<file path="src/rtl/axis_circular_unpacker_if.sv">
// AXI4-Stream master bus carrying the unpacked capture samples.
// The master drives data/valid/last; the slave drives ready.
interface axis_circular_unpacker_if #(
  parameter int DW = 32
) ();
  logic [DW-1:0] tdata;
  logic          tvalid;
  logic          tready;
  logic          tlast;

  modport master (output tdata, output tvalid, output tlast, input tready);
  modport slave  (input tdata, input tvalid, input tlast, output tready);
endinterface

</file>
<file path="src/rtl/axis_circular_unpacker.sv">
// Reads the circular capture BRAM oldest-first after a capture stops and
// streams the samples out as one AXI4-Stream packet through a 2-deep skid FIFO.
module axis_circular_unpacker #(
  parameter int AXIS_TDATA_WIDTH = 32,
  parameter int BRAM_DATA_WIDTH  = 32,
  parameter int BRAM_ADDR_WIDTH  = 10
) (
  input  logic                       aclk,
  input  logic                       aresetn,
  input  logic [BRAM_ADDR_WIDTH-1:0] cfg_trigger_pos,
  input  logic [BRAM_ADDR_WIDTH-1:0] cfg_pretrigger,
  input  logic [BRAM_ADDR_WIDTH:0]   cfg_length,
  input  logic                       start,
  output logic                       busy,
  output logic                       done,
  output logic                       bram_porta_clk,
  output logic                       bram_porta_rst,
  output logic [BRAM_ADDR_WIDTH-1:0] bram_porta_addr,
  input  logic [BRAM_DATA_WIDTH-1:0] bram_porta_rddata,
  axis_circular_unpacker_if.master   m_axis
);
  localparam int AW = BRAM_ADDR_WIDTH;
  localparam int DW = AXIS_TDATA_WIDTH;

  typedef enum logic [1:0] {S_IDLE, S_RUN, S_DONE} state_t;

  state_t              r_state;
  logic [AW-1:0]       r_addr;
  logic [AW:0]         r_rem;
  logic                r_infl;
  logic                r_infl_last;
  logic [1:0][DW-1:0]  r_buf;
  logic [1:0]          r_blast;
  logic                r_wp;
  logic                r_rp;
  logic [1:0]          r_cnt;
  logic                r_busy;
  logic                r_done;

  logic                w_pop;
  logic [2:0]          w_occ;
  logic                w_issue;
  logic [AW-1:0]       w_start_addr;

  assign bram_porta_clk  = aclk;
  assign bram_porta_rst  = ~aresetn;
  assign bram_porta_addr = r_addr;
  assign busy            = r_busy;
  assign done            = r_done;

  assign m_axis.tvalid = (r_cnt != 2'd0);
  assign m_axis.tdata  = r_buf[r_rp];
  assign m_axis.tlast  = (r_cnt != 2'd0) && r_blast[r_rp];

  assign w_pop        = m_axis.tvalid && m_axis.tready;
  assign w_start_addr = cfg_trigger_pos - cfg_pretrigger;
  // Count the read already in flight so the FIFO can never be overrun.
  assign w_occ   = {1'b0, r_cnt} + {2'b00, r_infl} - {2'b00, w_pop};
  assign w_issue = (r_state == S_RUN) && (r_rem != '0) && (w_occ < 3'd2);

  always_ff @(posedge aclk or negedge aresetn) begin
    if (!aresetn) begin
      r_infl      <= 1'b0;
      r_infl_last <= 1'b0;
      r_buf       <= '0;
      r_blast     <= '0;
      r_wp        <= 1'b0;
      r_rp        <= 1'b0;
      r_cnt       <= 2'd0;
    end else begin
      r_infl      <= w_issue;
      r_infl_last <= w_issue && (r_rem == (AW+1)'(1));
      if (r_infl) begin
        r_buf[r_wp]   <= bram_porta_rddata;
        r_blast[r_wp] <= r_infl_last;
        r_wp          <= ~r_wp;
      end
      if (w_pop) r_rp <= ~r_rp;
      r_cnt <= r_cnt + {1'b0, r_infl} - {1'b0, w_pop};
    end
  end

  always_ff @(posedge aclk or negedge aresetn) begin
    if (!aresetn) begin
      r_state <= S_IDLE;
      r_addr  <= '0;
      r_rem   <= '0;
      r_busy  <= 1'b0;
      r_done  <= 1'b0;
    end else begin
      case (r_state)
        S_IDLE: begin
          r_done <= 1'b0;
          if (start) begin
            r_rem <= cfg_length;
            if (cfg_length == '0) begin
              r_state <= S_DONE;
              r_done  <= 1'b1;
            end else begin
              r_addr  <= w_start_addr;
              r_state <= S_RUN;
              r_busy  <= 1'b1;
            end
          end
        end
        S_RUN: begin
          if (w_issue) begin
            r_addr <= r_addr + AW'(1);
            r_rem  <= r_rem - (AW+1)'(1);
          end
          if (w_pop && r_blast[r_rp]) begin
            r_state <= S_DONE;
            r_busy  <= 1'b0;
            r_done  <= 1'b1;
          end
        end
        S_DONE: begin
          r_done  <= 1'b0;
          r_state <= S_IDLE;
        end
        default: r_state <= S_IDLE;
      endcase
    end
  end
endmodule
</file>
<file path="src/flat_wrapper.sv">
// flat-port wrapper written by rule: the top's interface ports become plain ports
module axis_circular_unpacker_flat 
#(
  parameter int AXIS_TDATA_WIDTH = 32,
  parameter int BRAM_DATA_WIDTH  = 32,
  parameter int BRAM_ADDR_WIDTH  = 10
)
  (aclk, aresetn, cfg_trigger_pos, cfg_pretrigger, cfg_length, start, busy, done, bram_porta_clk, bram_porta_rst, bram_porta_addr, bram_porta_rddata, m_axis_tdata, m_axis_tvalid, m_axis_tlast, m_axis_tready);
  axis_circular_unpacker_if m_axis_i ();
  input  logic aclk;
  input  logic aresetn;
  input  logic [BRAM_ADDR_WIDTH-1:0] cfg_trigger_pos;
  input  logic [BRAM_ADDR_WIDTH-1:0] cfg_pretrigger;
  input  logic [BRAM_ADDR_WIDTH:0] cfg_length;
  input  logic start;
  output logic busy;
  output logic done;
  output logic bram_porta_clk;
  output logic bram_porta_rst;
  output logic [BRAM_ADDR_WIDTH-1:0] bram_porta_addr;
  input  logic [BRAM_DATA_WIDTH-1:0] bram_porta_rddata;
  output wire logic [$bits(m_axis_i.tdata)-1:0] m_axis_tdata;
  output wire logic [$bits(m_axis_i.tvalid)-1:0] m_axis_tvalid;
  output wire logic [$bits(m_axis_i.tlast)-1:0] m_axis_tlast;
  input wire logic [$bits(m_axis_i.tready)-1:0] m_axis_tready;
  assign m_axis_tdata = m_axis_i.tdata;
  assign m_axis_tvalid = m_axis_i.tvalid;
  assign m_axis_tlast = m_axis_i.tlast;
  assign m_axis_i.tready = m_axis_tready;
  axis_circular_unpacker #(.AXIS_TDATA_WIDTH(AXIS_TDATA_WIDTH), .BRAM_DATA_WIDTH(BRAM_DATA_WIDTH), .BRAM_ADDR_WIDTH(BRAM_ADDR_WIDTH)) u_core (.aclk(aclk), .aresetn(aresetn), .cfg_trigger_pos(cfg_trigger_pos), .cfg_pretrigger(cfg_pretrigger), .cfg_length(cfg_length), .start(start), .busy(busy), .done(done), .bram_porta_clk(bram_porta_clk), .bram_porta_rst(bram_porta_rst), .bram_porta_addr(bram_porta_addr), .bram_porta_rddata(bram_porta_rddata), .m_axis(m_axis_i));
endmodule
</file>
<file path="config.mk">
export PLATFORM = sky130hd
export DESIGN_NAME = axis_circular_unpacker_flat
export DESIGN_NICKNAME = d
export VERILOG_FILES = /design/src/rtl/axis_circular_unpacker_if.sv /design/src/rtl/axis_circular_unpacker.sv /design/src/flat_wrapper.sv
export SDC_FILE = /design/constraint.sdc
export NUM_CORES = 1
export LEC_CHECK = 0
export CORE_MARGIN = 1.5
export CORE_UTILIZATION = 50
export CTS_BUF_LIST = sky130_fd_sc_hd__clkbuf_16
export DETAILED_ROUTE_END_ITERATION = 10
export GPL_ROUTABILITY_DRIVEN = 0
export PLACE_DENSITY = 0.88
export SLEW_MARGIN = 10
export SYNTH_ARGS = -nofsm -noshare
export SYNTH_HDL_FRONTEND = slang
export SYNTH_SLANG_ARGS = --single-unit
</file>
<file path="constraint.sdc">
create_clock -name aclk -period 4.2 [get_ports aclk]
set_input_delay 0.84 -clock aclk [delete_from_list [all_inputs] [get_ports aclk]]
set_output_delay 0.84 -clock aclk [all_outputs]
set_load 0.1 [all_outputs]
</file>
==> flow_summary_export.csv, run 1 <==
group,metric,value,unit
timing,final_max_slew_viol_count,0,
worst_setup_path,start_kind,"clock port",
global_route,grt_overflow,0,
worst_setup_path,crit_type,"clock port to primary output",
floorplan,dieArea,0.01086,mm²
global_route,grt_pass1_vias,3996,
worst_setup_path,worstPathRequired,3360,ps
detailed_routing,drc,0,
final_layout,stdcell_count,696,
clock_network,post-cts-setup-buffer-count,0,
floorplan,core,0.009864,mm²
timing,relSlewSlack,31.57,%
synthesis,synthTopCellsByCount,"99 x mux2_2, 97 x dfrtp_1, 24 x inv_1, 24 x o21ai_0",
synthesis,yosys.cell_types.count,56,
worst_setup_path,crit_start,"aclk",
worst_setup_path,crit_end,"bram_porta_clk",
global_route,grt_antenna_before_repair,0,
floorplan,start_util,51.92,%
placed_design,port_buffers,114,
worst_setup_path,critical_path_arrival,3300,ps
worst_setup_path,r2r_slack,1090,ps
synthesis,synth_area_per_cell,11.56,µm²
timing,rsz0062_at_grt,"false",
synthesis,syn_inst,443,
floorplan,dieHeight,104.2,µm
timing,hold_viol_final,0,
detailed_routing,first_pass_iters,5,
clock_network,cts_resized,0,
detailed_routing,drtIter0Drc,178,
global_route,grt_usage,21.88,%
floorplan,num_rows,36,
synthesis,ys_top_cells_by_area,"dfrtp_1 47%, mux2_2 22%, ha_1 4.4%",
final_layout,drive_gt1_share,29.66,%
synthesis,ys_ff_latch,97,
timing,finClkSkew,11.63,ps
clock_network,cts_hold_buf,0,
synthesis,synth_ff_type,"dfrtp_1",
synthesis,synthMostInstantiatedCell,"mux2_2",
timing,fin_tns_setup,0,ps
final_layout,utilization,67.67,%
job,drv_cap,0,
synthesis,synth_adder_area_share,5.180,%
timing,setup_slack,57.71,ps
worst_setup_path,cp_max_fo,2,
detailed_routing,vias,3942,
clock_network,clk_latency,450,ps
synthesis,yosysSeqAreaShare,47.40,%
timing,worst_pin_slew,1023,ps
placed_design,place_ws,320.4,ps
floorplan,die_x,104.2,µm
detailed_routing,wirelength,11420,µm
synthesis,async_flop_share,100.0,%
worst_setup_path,reg2regPathDepth,15,
synthesis,yosys.area.top_type,"dfrtp_1",
global_route,grt_max_degree,84,
synthesis,syn-cell-area,0.005121,mm²
final_layout,areaGrowthSynthToFinish,30.34,%
detailed_routing,avgRoutedWirePerCell,16.41,µm
synthesis,synth_top_family_by_area,"multiplexers",
placed_design,numPlacedInstances,677,
run_status,outcome,"completed",
synthesis,yosys.area_share.simple,8.600,%
synthesis,synth_xor_area_share,1.881,%
synthesis,synth_edf_count,0,
synthesis,synthesis.nets,530,
timing,finalSetupViolCount,0,
final_layout,diodes,0,
worst_setup_path,timing.rr.start,"u_core.r_cnt[1]",
worst_hold_path,hold_path_class,"input port to asynchronous set/reset pin",
synthesis,yosysTopAreaCellShare,47.40,%
synthesis,synth_compound_area_share,11.65,%
floorplan,num_io_pins,115,
clock_network,clk_pin_slew,60,ps
detailed_routing,ant_nets,0,
worst_setup_path,timing.rr.end,"u_core.bram_porta_addr[5]",
detailed_routing,routed_via_density,5.664,
synthesis,synth_mux_area_share,21.96,%
worst_setup_path,setup.worst_path.end_class,"primary output",
placed_design,dpl.hpwl,7938,µm
global_route,grt_pass1_wl,18910,µm
synthesis,ys_warn_count,0,
final_layout,layout.nets,645,
clock_network,tritoncts,"built",
-- metal layers --
layer,vias up,track usage [%],wire length (µm)
li1,1843,-,-
met1,1935,27.58,5022
met2,150,36.09,5573
met3,14,4.887,668
met4,0,9.722,156
met5,-,0,0
-- cell usage in the layout (no fill, tap or decap), types with 4 or more instances in the layout --
cell and n:
nor3_1 4, clkbuf_16 12, xor2_1 4, o21ai_0 24
nand2b_1 5, nor2b_1 4, a221oi_1 4, ha_1 18
inv_1 26, nand3_1 8, and2_1 4, buf_4 40
a21oi_1 19, and3_1 5, mux2_2 99, nor4_1 4
xnor2_1 7, clkdlybuf4s50_1 79, a41oi_1 5, nand2_1 20
nor2_1 19, dfrtp_1 97
-- flip-flops by register name (all words and copies together), names as in the netlist --
register                flops
u_core.done                 1
u_core.r_rp                 1
u_core.r_wp                 1
u_core.r_infl               1
u_core.r_rem               11
u_core.bram_porta_addr     10
u_core.r_blast              2
u_core.r_buf               64
u_core.r_infl_last          1
u_core.busy                 1
u_core.r_state              2
u_core.r_cnt                2
-- stage by stage --
stage / hold slack, ps / instance area [µm²]
CTS: 229.1 / 6675
floorplan: 461.3 / 5121
detailed placement: 487.3 / 6312
finish: 234.9 / 6675
global route: 233.9 / 6675
global placement: 477.3 / 6312
-- critical path: stages --
cell and delay (ps):
clkbuf_16 120, clkbuf_16 130, clkdlybuf4s50_1 950
-- worst min-delay path by stage --
stage	from	end	slack, ps	cells past startpoint
5_1_grt	aresetn	u_core.r_buf[42]	230	1
6_report	aresetn	u_core.r_buf[6]	230	1
3_3_place_gp	u_core.r_infl	u_core.r_wp	480	1
4_1_cts	aresetn	u_core.r_buf[6]	230	1
2_1_floorplan	u_core.r_wp	u_core.r_wp	460	1
3_5_place_dp	u_core.r_buf[52]	u_core.r_buf[52]	490	1
-- cell families (layout without fill, tap and decap cells) --
family | Yosys count | count (layout)
muxes | 100 | 100
DFF | 97 | 97
AOI/OAI and AO/OA | 86 | 86
and+or+nand+nor | 86 | 86
buffers and inverters | 43 | 163
adders and majority gates | 20 | 20
xor gates and xnor gates | 11 | 11
-- area by class of cell --
type / instances / area [µm²]
Inverter: 25 / 96.34
Clock inverter: 7 / 62.56
Multi-Input combinational cell: 303 / 2531
Timing Repair Buffer: 118 / 1081
Clock buffer: 13 / 310.3
Sequential cell: 97 / 2427
Tap cell: 133 / 166.4
Fill cell: 720 / 3189
Power of run 1 is left out: the tool's default activity adds up to more than one toggle a clock period on the data nets, which glitch-free logic cannot reach.
==> run 2: changes to the inputs <==
Settings changed: HOLD_SLACK_MARGIN set to 0.06.
==> results of run 2 <==
No change in the layout: final DEF, timing and power equal those of run 1.
Power of run 2 is left out for the same reason.
